==> src/rtl/adam_apb_axil_bridge.sv <==
// APB slave to AXI-Lite master bridge: each APB transfer becomes one AXI-Lite
// write (AW+W, then B) or read (AR, then R), one transaction outstanding at a time.
module adam_apb_axil_bridge #(
  parameter int ADDR_WIDTH = 32,
  parameter int DATA_WIDTH = 32,
  parameter int STRB_WIDTH = DATA_WIDTH/8
) (
  input  logic                  clk,
  input  logic                  rst,

  input  logic                  pause_req,
  output logic                  pause_ack,

  input  logic [ADDR_WIDTH-1:0] paddr,
  input  logic [2:0]            pprot,
  input  logic                  psel,
  input  logic                  penable,
  input  logic                  pwrite,
  input  logic [DATA_WIDTH-1:0] pwdata,
  input  logic [STRB_WIDTH-1:0] pstrb,
  output logic                  pready,
  output logic [DATA_WIDTH-1:0] prdata,
  output logic                  pslverr,

  output logic [ADDR_WIDTH-1:0] aw_addr,
  output logic [2:0]            aw_prot,
  output logic                  aw_valid,
  input  logic                  aw_ready,
  output logic [DATA_WIDTH-1:0] w_data,
  output logic [STRB_WIDTH-1:0] w_strb,
  output logic                  w_valid,
  input  logic                  w_ready,
  input  logic [1:0]            b_resp,
  input  logic                  b_valid,
  output logic                  b_ready,

  output logic [ADDR_WIDTH-1:0] ar_addr,
  output logic [2:0]            ar_prot,
  output logic                  ar_valid,
  input  logic                  ar_ready,
  input  logic [DATA_WIDTH-1:0] r_data,
  input  logic [1:0]            r_resp,
  input  logic                  r_valid,
  output logic                  r_ready
);

  typedef enum logic [2:0] {
    IDLE, WR_ADDR, WR_RESP, RD_ADDR, RD_RESP, DONE
  } state_t;

  state_t state, state_next;

  logic [ADDR_WIDTH-1:0] addr_q;
  logic [2:0]            prot_q;
  logic [DATA_WIDTH-1:0] wdata_q;
  logic [STRB_WIDTH-1:0] strb_q;

  // Capture happens whenever psel is seen unpaused, regardless of penable: a
  // master held off by pause is already sitting in its access phase.
  logic unused_inputs;
  assign unused_inputs = &{1'b0, penable, b_resp[0], r_resp[0]};

  logic capture;
  assign capture = (state == IDLE) && !pause_ack && psel;

  always_ff @(posedge clk or posedge rst) begin
    if (rst) state <= IDLE;
    else     state <= state_next;
  end

  always_comb begin
    state_next = state;
    case (state)
      IDLE:    if (capture) state_next = pwrite ? WR_ADDR : RD_ADDR;
      WR_ADDR: if ((!aw_valid || aw_ready) && (!w_valid || w_ready)) state_next = WR_RESP;
      WR_RESP: if (b_valid && b_ready) state_next = DONE;
      RD_ADDR: if (ar_ready) state_next = RD_RESP;
      RD_RESP: if (r_valid && r_ready) state_next = DONE;
      DONE:    state_next = IDLE;
      default: state_next = IDLE;
    endcase
  end

  always_ff @(posedge clk or posedge rst) begin
    if (rst) begin
      pause_ack <= 1'b1;
      pready    <= 1'b0;
      pslverr   <= 1'b0;
      prdata    <= '0;
      aw_valid  <= 1'b0;
      w_valid   <= 1'b0;
      b_ready   <= 1'b0;
      ar_valid  <= 1'b0;
      r_ready   <= 1'b0;
      addr_q    <= '0;
      prot_q    <= '0;
      wdata_q   <= '0;
      strb_q    <= '0;
    end else begin
      case (state)
        IDLE: begin
          if (capture) begin
            addr_q  <= paddr;
            prot_q  <= pprot;
            wdata_q <= pwdata;
            strb_q  <= pstrb;
            if (pwrite) begin
              aw_valid <= 1'b1;
              w_valid  <= 1'b1;
            end else begin
              ar_valid <= 1'b1;
            end
          end else if (pause_ack != pause_req) begin
            // Pause is only granted or released from IDLE with no capture.
            pause_ack <= pause_req;
          end
        end
        WR_ADDR: begin
          if (aw_ready) aw_valid <= 1'b0;
          if (w_ready)  w_valid  <= 1'b0;
          if (state_next == WR_RESP) b_ready <= 1'b1;
        end
        WR_RESP: begin
          if (b_valid) begin
            pslverr <= b_resp[1];
            prdata  <= '0;
            pready  <= 1'b1;
            b_ready <= 1'b0;
          end
        end
        RD_ADDR: begin
          if (ar_ready) begin
            ar_valid <= 1'b0;
            r_ready  <= 1'b1;
          end
        end
        RD_RESP: begin
          if (r_valid) begin
            prdata  <= r_data;
            pslverr <= r_resp[1];
            pready  <= 1'b1;
            r_ready <= 1'b0;
          end
        end
        DONE: begin
          pready  <= 1'b0;
          pslverr <= 1'b0;
        end
        default: ;
      endcase
    end
  end

  assign aw_addr = addr_q;
  assign aw_prot = prot_q;
  assign ar_addr = addr_q;
  assign ar_prot = prot_q;
  assign w_data  = wdata_q;
  assign w_strb  = strb_q;

endmodule

==> config.mk <==
export PLATFORM = sky130hd
export DESIGN_NAME = adam_apb_axil_bridge
export DESIGN_NICKNAME = d
export VERILOG_FILES = /design/src/rtl/adam_apb_axil_bridge.sv
export SDC_FILE = /design/constraint.sdc
export NUM_CORES = 1
export LEC_CHECK = 0
export ABC_CLOCK_PERIOD_IN_PS = 3600
export CAP_MARGIN = 25
export CORE_UTILIZATION = 36
export CTS_BUF_LIST = sky130_fd_sc_hd__clkbuf_4 sky130_fd_sc_hd__clkbuf_8 sky130_fd_sc_hd__clkbuf_16
export CTS_CLUSTER_SIZE = 24
export DETAILED_ROUTE_END_ITERATION = 7
export MAX_ROUTING_LAYER = met4
export PLACE_DENSITY = 0.77
export SYNTH_ARGS = -nofsm -noshare
export SYNTH_HDL_FRONTEND = slang
export SYNTH_SLANG_ARGS = --single-unit
==> constraint.sdc <==
create_clock -name clk -period 3.6 [get_ports clk]
set_input_delay 0.72 -clock clk [delete_from_list [all_inputs] [get_ports clk]]
set_output_delay 0.72 -clock clk [all_outputs]
set_load 0.05 [all_outputs]
==> results list, run 1 <==
* Total placed cells including tap cells: 778
- In the final timing run, aggregate negative setup slack is 0 ns.
- STA puts the critical path data arrival time at 1.78 ns.
- In this run, post-CTS hold repair placed 0 buffers.
- Counting distinct cell types in the post-synthesis netlist gives 34.
* Maximum number of pins on one net before global-route repair: 63
* GRT Overall Usage: about a fifth
* Wire per inst: about 16 µm
* Total grt overflow: 0
* WP data required: between 2 and 3 ns
* Die width: 122 µm
- Slack of the worst reg-to-reg path: roughly 1.2 ns
- In this run, post-CTS repair resized a total of 0 instances.
- Die Footprint: around 0.015 mm²
- The initialized floorplan defines 43 standard-cell rows.
- The final-report hold violation count is 0.
* Effective utilization at floorplan: a little under two fifths
- CTS tree: yes
- Along the worst path, the maximum fanout reaches 4.
- First-pass iteration count of the detailed router: 4
- In the post-synthesis netlist, the cell with the most instances is dfrtp_1.
- The min-delay analysis places its worst path in the category reg2reg.
* Final critical-path setup slack: 1.10 ns
* Routed vias/inst: around 4.6
- The count of buffers added on input and output ports is 260.
- CP max stage delay: between 0.8 and 0.9 ns
* DRC Markers: 0
- The first global-routing pass estimated around 21000 µm of wire.
- Portion of the post-synthesis area used by sequential elements: between 50% and 60%
- Clk pin slew, worst setup/hold paths: 0.05 ns
- Total standard cell area after synthesis: just over 0.005 mm²
* Biggest area consumer among synthesized cells: dfrtp_1
- Synth Warn #: 0
- The H-tree generated during clock tree synthesis spans 4 levels.
* Number of max-cap violations: 0
- Share of layout cells above drive strength 1: between 10% and 20%
- Buffers inserted during post-CTS setup optimization: 0
- Kind of start point of the critical path: flip-flop
* Synth Net Count: 503
- Total inserted antenna cells: 0
- Final RePlAce weighted congestion: 0.783
* Fraction of synthesis flops using an asynchronous set or reset pin: 100%
- The clock passes through at most 2 buffers.
* Unrepaired setup endpoints after global routing: false
- Util after Layout: between 50 and 60%
- Crit-path leading delay family: buffers and inverters
- Between clock sinks in the finished design, the worst skew comes to approximately 0.011 ns.
- Number of clock sinks seen by CTS: about 110
- Outcome: completed
* Worst skew pair latency: 0.41 ns
* Via count of the first global-routing pass: 4017
* Floorplan core area: ~0.014 mm²
- Max-slew headroom: between 50% and 60%
- Static timing analysis puts the maximum clock frequency at about 400 MHz.
- Worst setup path class: reg2out
- Synthesized flop and latch total: roughly 110
- Yosys attributes the largest share of cell area to dfrtp_1 (55%), mux2_4 (17%), mux2i_1 (6.2%), buf_4 (5.1%), mux2_2 (3.7%).
* Non-filler instance count after layout: about 810
- Antenna violations before repair: 0
- Together, buffers and inverters on the worst path number 1.
- Clock tree synthesis inserted a total of 17 buffers.
- Measured along the y axis, the die boundary spans between 100 and 150 µm.
- Among all flip-flop cells after synthesis, the most frequent one is dfrtp_1.
- Avg Inst Size Synth: approximately 13 µm²
- Commonest cells post-synth: dfrtp_1 (113), mux2_4 (57), inv_1 (38)
- Detailed placement finished with a half-perimeter wire length of between 9000 and 10000 µm.
- The area growth from synthesis to layout is 61.0%.
* Setup-violating endpoint count in the final report: 0
- WL final: ~13000 µm
- For this run, the post-layout net count is roughly 740.
* Pre-CTS worst setup slack: 0.931 ns
* Minimum period implied by the final worst setup slack: between 2 and 2.5 ns
* Critical path's slowest cell: clkdlybuf4s50_1
- Walking the worst path, the cells encountered are clkdlybuf4s50_1.
* Post-synthesis cell count: between 300 and 400
* Part of the cycle the worst path needs: between 60% and 70%
* Clock root buffer master: clkbuf_16
* Number of nets with antenna violations after routing: 0
- Slew @ Worst Pin: 0.747 ns
- The number of pins with negative max-slew slack in the final report was 0.
- For this block, the initial DRC count from the detailed router was 80.
* Total I/O pin count: 264
- The routed layout has 3718 vias.
* Post-synth top area share: a little over half
- Worst setup EP type: output pin
* Count of flip-flops with a built-in enable after synthesis: 0
[layout make-up]
| class | instances | area [µm²] |
|---|---|---|
| well taps | 180 | 225 |
| fillers | 1082 | 5640 |
| repair buffers | 265 | 2670 |
| clock buffers | 20 | 460 |
| flip-flops and latches | 114 | 2850 |
| clock inverters | 10 | 159 |
| inverters | 38 | 146 |
| multi-input cells | 181 | 1790 |
[worst paths after layout]
| path | start | cells past startpoint | end |
|---|---|---|---|
| min | pready$_DFFE_PP0P_ | 1 | pready$_DFFE_PP0P_ |
| max reg2reg | state[1]$_DFF_PP0_ | 4 | ar_addr[13]$_DFFE_PP0P_ |
| max in group asynchronous | rst | 3 | pause_ack$_DFFE_PP1P_ |
| min reg2reg | pready$_DFFE_PP0P_ | 1 | pready$_DFFE_PP0P_ |
| max | pause_ack$_DFFE_PP1P_ | 1 | pause_ack |
| min in group asynchronous | rst | 2 | ar_addr[6]$_DFFE_PP0P_ |
[through the flow]
stage	instance area, µm²	hold slack [ns]
6_report	8300	0.488
5_1_grt	8300	0.520
4_1_cts	8300	0.494
2_1_floorplan	5160	0.605
3_3_place_gp	7680	0.466
3_5_place_dp	7680	0.477
[state kept, by name (all words and copies together) (netlist names)]
| register | flops |
|---|---|
| r_ready | 1 |
| ar_prot | 3 |
| pready | 1 |
| prdata | 32 |
| pause_ack | 1 |
| ar_addr | 32 |
| pslverr | 1 |
| ar_valid | 1 |
| w_data | 32 |
| state | 3 |
| w_valid | 1 |
| w_strb | 4 |
| b_ready | 1 |
| aw_valid | 1 |
[cell families after synthesis]
group | Yosys count | synth area share (%)
AO/OA/AOI/OAI | 19 | 2.67
multiplexers | 106 | 26.5
AND/OR/NAND/NOR | 56 | 5.05
buffers and inverters | 90 | 10.4
flip-flops | 114 | 55.4
[per-layer routing]
layer	up-vias	GRT usage (%)	routed length, µm
li1	1705	-	-
met3	27	5.85	907
met2	170	31.1	6440
met1	1816	21.2	5310
met4	0	7.48	259
met5	-	-	0
[layout by cell type, fill, tap and decap left out, types with 4 or more instances in the layout]
cell,n
mux2_2,17
nor2b_1,4
clkbuf_16,17
clkdlybuf4s50_1,260
dfrtp_1,113
mux2_4,57
bufinv_16,4
nand2_1,35
inv_1,37
mux2i_1,32
nor2_1,4
Power of run 1 is left out: the tool's default activity adds up to more than one toggle a clock period on the data nets, which glitch-free logic cannot reach.
==> inputs of run 2 (changes only) <==
ABC_CLOCK_PERIOD_IN_PS = 2600   (was 3600)
CORE_UTILIZATION = 40   (was 36)
PLACE_DENSITY = 0.81   (was 0.77)
clock period = 2.6 ns   (was 3.6 ns; I/O delays follow)
==> results list, run 2 (synthesis gave the netlist of run 1 again) <==
- Global-route wire length before repair: 20300 µm (was 20800 µm)
- The final-report hold violation count was 0 (unchanged).
- The total core area came to 0.0126 mm² (was 0.0139 mm²).
* Number of max-cap violations: 0 (unchanged)
- The number of design rule violations left after detail routing came to 0 (unchanged).
- Slew @ Worst Pin: 0.549 ns (was 0.747 ns)
* Effective utilization at floorplan: 41.0% (was 37.0%)
- The routing usage on met1 came to 23.5% (was 21.2%).
- The start point of the worst hold path was pready$_DFFE_PP0P_ (unchanged).
* Grt met2 use: 35.8% (was 31.1%)
* NumNets Final: 737 (was 735)
- Total I/O pin count: 264 (unchanged)
- Minimum period implied by the final worst setup slack: approximately 2.3 ns
- The per-cell routed wire length is 16.5 µm (was 16.0 µm).
* CTS tree: yes (unchanged)
* Maximum achievable frequency: 433 MHz
- WP data required: 2.08 ns (was 2.88 ns)
- The post-detailed-route via-to-cell ratio is 4.64 (was 4.60).
- The final antenna-violating net count is 0 (unchanged).
- The hold-critical path endpoint is pready$_DFFE_PP0P_ (unchanged).
- Antenna violations before repair: 0 (unchanged)
- The routability congestion estimate is 0.804 (was 0.783).
- Outcome: completed (unchanged)
- Count of cells resized by post-cts repair: 0 (unchanged)
- The share of cells above drive strength 1 was 19.3% (was 18.8%).
- The via count of the first global-routing pass came to 3774 (was 4017).
- Peak fanout along the critical path: 4 (unchanged)
- The category of cells accounting for the largest share of critical-path delay is buffers and inverters (unchanged).
- Detailed Place HPWL: 9500 µm (was 9400 µm)
- The die width came to 116 µm (was 122 µm).
- The worst reg-to-reg path cell count was 4 (unchanged).
- Layout overhead on the synthesized area: 61.0% (about the same)
- The met3 usage was 4.97% (was 5.85%).
* Total via count after detailed routing: 3730 (was 3718)
* Total clock buffers created by CTS: 17 (unchanged)
- Buffers and inverters on the worst path: 1 (unchanged)
* Die Footprint: 0.0133 mm² (was 0.0148 mm²)
- Worst skew pair latency: 0.41 ns (about the same)
- GRT Max-Usage Layer: met2 (unchanged)
* Maximum number of pins on one net before global-route repair: 75 (was 63)
- Part of the cycle the worst path needs: slightly below 90%
- Detailed Route Iter0 Violations: 135 (was 80)
- The worst clock skew was 0.00494 ns (was 0.0110 ns).
* Die height: 116 µm (was 122 µm)
- The H-tree level count was 4 (unchanged).
* Max-slew headroom: 63.3% (was 50.1%)
- Most common cell after layout, fill and taps aside: clkdlybuf4s50_1 (unchanged)
- Kind of start point of the critical path: flip-flop (unchanged)
* Worst setup path class: reg2out (unchanged)
- The total of endpoints with negative setup slack in the final report is 0 (unchanged).
- The library cell used as clock root buffer is clkbuf_16 (unchanged).
- First-pass iteration count of the detailed router: 4 (unchanged)
* WL final: 13300 µm (was 12900 µm)
* Reg2Reg Launch Point: state[0]$_DFF_PP0_ (was state[1]$_DFF_PP0_)
- The aggregate negative setup slack came to 0 ns (unchanged).
- Leading cell types in the layout, fill and taps excluded: clkdlybuf4s50_1 (260), dfrtp_1 (113), mux2_4 (57) (unchanged).
* Buffers inserted during post-CTS setup optimization: 0 (unchanged)
* Arrival time of data at the critical path endpoint: 1.79 ns (was 1.78 ns)
* Clk pin slew, worst setup/hold paths: 0.05 ns (about the same)
- The antenna cell count is 0 (unchanged).
- The worst-case register-to-register setup slack is 0.43 ns (was 1.22 ns).
- The total global routing track utilization is 21.3% (was 18.8%).
- CP max stage delay: 0.83 ns (was 0.82 ns)
- PortBufs: 260 (unchanged)
- The cell with the largest stage delay on the worst path is clkdlybuf4s50_1 (unchanged).
- Unrepaired setup endpoints after global routing: false (unchanged).
- Number of clock sinks seen by CTS: 114 (unchanged)
- Total grt overflow: 0 (unchanged)
- Total of hold buffers inserted after clock tree synthesis: 0 (unchanged)
- Count of pins over their slew limit: 0 (unchanged)
- Cell-by-cell listing of the critical path: clkdlybuf4s50_1 (unchanged)
- Terminus of the critical flop-to-flop path: ar_addr[10]$_DFFE_PP0P_ (was ar_addr[13]$_DFFE_PP0P_)
- Number of standard-cell rows in the floorplan: 41 (was 43)
* Maximum number of buffers from clock root to sink: 2 (unchanged)
- The worst min-delay path class is reg2reg (unchanged).
* Hold path cells: 1 (unchanged)
* Worst setup EP type: output pin (unchanged)
==> run 2: cell count changes in the layout (fill, tap and decap cells not counted) <==
cell,before,now
clkbuf_8,2,0
buf_12,2,4
bufinv_16,4,2
clkbuf_4,1,0
clkinv_4,1,5
clkinvlp_4,3,7
inv_6,0,1
clkinv_2,3,1
==> run 2: layout make-up <==
type	count	area (µm²)
inverter	38	146
fill	949	4270
timing repair buffer	267	2710
multi-input combinational	181	1790
sequential	114	2850
tap	172	215
clock inverter	15	163
clock buffer	17	425
==> run 2: per-stage QoR <==
stage / hold WS [ns] / util [%] / instances / instance area, µm² / worst slack (ns)
after CTS: 0.501 / 66.0 / 804 / 8300 / 0.261
after floorplan: 0.605 / - / 385 / 5160 / 0.695
after detailed placement: 0.483 / 61.3 / 772 / 7710 / 0.330
after global routing: 0.522 / 66.0 / 804 / 8300 / 0.244
after global placement: 0.464 / 61.3 / 772 / 7710 / 0.354
final: 0.491 / 66.0 / 804 / 8300 / 0.290
==> run 2: worst max path at each step <==
stage | cells past startpoint | endpoint | from
finish | 1 | pause_ack | pause_ack$_DFFE_PP1P_
global route | 1 | pause_ack | pause_ack$_DFFE_PP1P_
CTS | 1 | pause_ack | pause_ack$_DFFE_PP1P_
detailed placement | 5 | ar_addr[10]$_DFFE_PP0P_ | psel
global placement | 5 | ar_addr[15]$_DFFE_PP0P_ | psel
floorplan | 1 | ar_addr[0]$_DFFE_PP0P_ | rst
==> run 2: routing by layer <==
metal | routed length (µm) | part of all wire [%] | up-vias
met4 | 388 | 2.9 | 0
li1 | - | - | 1713
met5 | 0 | 0 | -
met3 | 801 | 6.0 | 25
met1 | 5190 | 39 | 1832
met2 | 6900 | 52 | 160
Power of run 2 is left out for the same reason.
==> inputs of run 3 (changes only) <==
ABC_CLOCK_PERIOD_IN_PS = 1900   (was 2600)
CORE_ASPECT_RATIO = 2   (was default)
CORE_UTILIZATION = 36   (was 40)
GPL_ROUTABILITY_DRIVEN = 0   (was default)
PLACE_DENSITY = 0.77   (was 0.81)
clock period = 1.9 ns   (was 2.6 ns; I/O delays follow)
==> results list, run 3 (synthesis gave the netlist of run 1 again) <==
* Outcome: completed (unchanged)
* Cell area after layout: 0.00810 mm² (was 0.00830 mm²)
- Buffers inserted during post-CTS setup optimization: 0 (unchanged)
* Total of fill cells in the finished design: 1219 (was 949)
- The area growth from synthesis to layout was 57.1% (was 61.0%).
* Total via count after detailed routing: 3734 (was 3730)
- Total inserted antenna cells: 0 (unchanged)
- The per-cell routed wire length was 16.9 µm (was 16.5 µm).
* Total clock buffers created by CTS: 17 (unchanged)
- The full die area is 0.0148 mm² (was 0.0133 mm²).
- The final worst hold slack was 0.346 ns (was 0.491 ns).
* Count of pins over their slew limit: 0 (unchanged)
- The count of TritonRoute iterations in the first routing pass came to 4 (unchanged).
- The source-to-sink clock delay at the later pin of the worst-skew pair was 0.39 ns (was 0.41 ns).
- Total I/O pin count: 264 (unchanged)
- The classification of the worst setup path was reg2reg (was reg2out).
* Number of standard-cell rows in the floorplan: 61 (was 41)
* Setup-violating endpoint count in the final report: 0 (unchanged)
* Post-detailed-placement cell area: 0.00761 mm² (was 0.00771 mm²)
- The wire length of the first global-routing pass was 21100 µm (was 20300 µm).
- The total core area is 0.0140 mm² (was 0.0126 mm²).
- # H-tree levels: 4 (unchanged)
- Number of nets with antenna violations after routing: 0 (unchanged)
* Non-filler instance count after layout: 829 (was 804)
- In this design, the critical path's most frequently occurring cell is or3_4.
- The transition time at the pin with the least slew margin came to 0.515 ns (was 0.549 ns).
- The post-DP HPWL is 10700 µm (was 9500 µm).
- The worst clock skew was 0.0111 ns (was 0.00494 ns).
* CP max stage delay: 0.41 ns (was 0.83 ns)
- Kind of start point of the critical path: flip-flop (unchanged)
- Maximum achievable frequency: about 540 MHz
* Maximum number of buffers from clock root to sink: 2 (unchanged)
* Share of layout cells above drive strength 1: 31.9% (was 19.3%)
- Leading cell types in the layout, fill and taps excluded: clkdlybuf4s50_1 (114), dfrtp_1 (113), buf_4 (85) (was clkdlybuf4s50_1 (260), dfrtp_1 (113), mux2_4 (57))
- The most frequent standard cell in the layout excluding fill and tap cells is clkdlybuf4s50_1 (unchanged).
* Clock root buffer master: clkbuf_16 (unchanged)
* Met3 global-route usage: 3.74% (was 4.97%)
* Class of the tightest hold or removal check: in2async (was reg2reg)
- Maximum number of pins on one net before global-route repair: 41 (was 75)
* WP data required: 2.17 ns (was 2.08 ns)
- The via count of the first global-routing pass is 3900 (was 3774).
- The worst path in the final design needs a cycle of about 1.9 ns, including I/O delays and setup.
- Part of the cycle the worst path needs: a little under 100%
* Worst setup EP type: flip-flop (was output pin)
- Total of hold buffers inserted after clock tree synthesis: 0 (unchanged)
* Number of max-cap violations: 0 (unchanged)
- The final net count is 746 (was 737).
- Routed vias/inst: 4.50 (was 4.64)
- Antenna violations before repair: 0 (unchanged)
* Met1 layer usage reported by global route: 20.8% (was 23.5%)
* Number of clock sinks seen by CTS: 114 (unchanged)
- Peak fanout along the critical path: 39 (was 4)
- The clock tree from TritonCTS is yes (unchanged).
- Grt met2 use: 34.8% (was 35.8%)
* Total placed cells including tap cells: 798 (was 772)
- The final-report hold violation count was 0 (unchanged).
* GRT Overall Usage: 19.5% (was 21.3%)
* Detailed Route Iter0 Violations: 143 (was 135)
- Effective utilization at floorplan: 36.9% (was 41.0%)
* Die height: 171 µm (was 116 µm)
* Clk pin slew, worst setup/hold paths: 0.05 ns (about the same)
* Critical path's slowest cell: or3_4 (was clkdlybuf4s50_1)
- DRC Markers: 0 (unchanged)
- The utilization of the core after routing was 58.0% (was 66.0%).
* WL final: 14000 µm (was 13300 µm)
- Total grt overflow: 0 (unchanged)
- Die width: 86.6 µm (was 116 µm)
- PortBufs: 260 (unchanged)
- Cell-by-cell listing of the critical path: or3_4 > or3_4 > buf_12 > mux2_4 (was clkdlybuf4s50_1).
- The relative slew slack is 65.8% (was 63.3%).
- Arrival time of data at the critical path endpoint: 2.13 ns (was 1.79 ns)
- GRT Max-Usage Layer: met2 (unchanged)
## run 3: cell types whose count changed in the layout (fill, tap and decap cells not counted)
| cell | delta |
|---|---|
| buf_4 | +82 |
| clkbuf_8 | +1 |
| clkbuf_4 | +3 |
| clkinv_4 | -4 |
| inv_6 | -1 |
| dlygate4sd2_1 | +72 |
| clkinvlp_4 | -3 |
| clkinv_2 | +3 |
| clkdlybuf4s50_1 | -146 |
| buf_6 | +1 |
## run 3: repair_timing
item,4_1_cts,5_1_grt
endpoints found under the hold margin,0,0
endpoints found under the setup margin,72,19
gates resized for setup,72,1
## run 3: metal layers
metal / vias up / share of wire (%)
li1: 1718 / -
met1: 1850 / 37
met2: 141 / 56
met3: 25 / 3.8
met4: 0 / 3.1
met5: - / 0
## run 3: worst max-delay path: cells and delay by family (launching register included)
| kind | cells | cell delay (ns) |
|---|---|---|
| mux | 1 | 0.33 |
| simple gates | 2 | 0.79 |
| flops | 1 | 0.37 |
| buf+inv | 1 | 0.21 |
## run 3: worst paths after layout
path                                     from                endpoint  slack (ns)  cells past startpoint
max in group asynchronous                 rst  prdata[23]$_DFFE_PP0P_        1.01                      3
min in group clk           pready$_DFFE_PP0P_      pready$_DFFE_PP0P_        0.50                      1
min reg2reg                pready$_DFFE_PP0P_      pready$_DFFE_PP0P_        0.50                      1
min                                       rst  w_data[17]$_DFFE_PP0P_        0.35                      2
max                        state[1]$_DFF_PP0_  w_data[25]$_DFFE_PP0P_        0.04                      4
max reg2reg                state[1]$_DFF_PP0_  w_data[25]$_DFFE_PP0P_        0.04                      4
## run 3: layout make-up
type                    instances  area [µm²]  area share, %
flip-flops and latches        114        2850           35.2
repair buffers                276        2500           30.9
multi-input cells             181        1790           22.1
clock buffers                  21         462           5.70
well taps                     189         236           2.92
inverters                      38         146           1.81
clock inverters                10         111           1.38
## run 3: through the flow
stage               TNS (ns)  setup WS (ns)
global placement      -10.21         -0.179
detailed placement    -10.92         -0.197
CTS                        0        0.00966
finish                     0         0.0409
floorplan                  0         0.0395
global route        -0.00110       -0.00110
Power of run 3 is left out for the same reason.
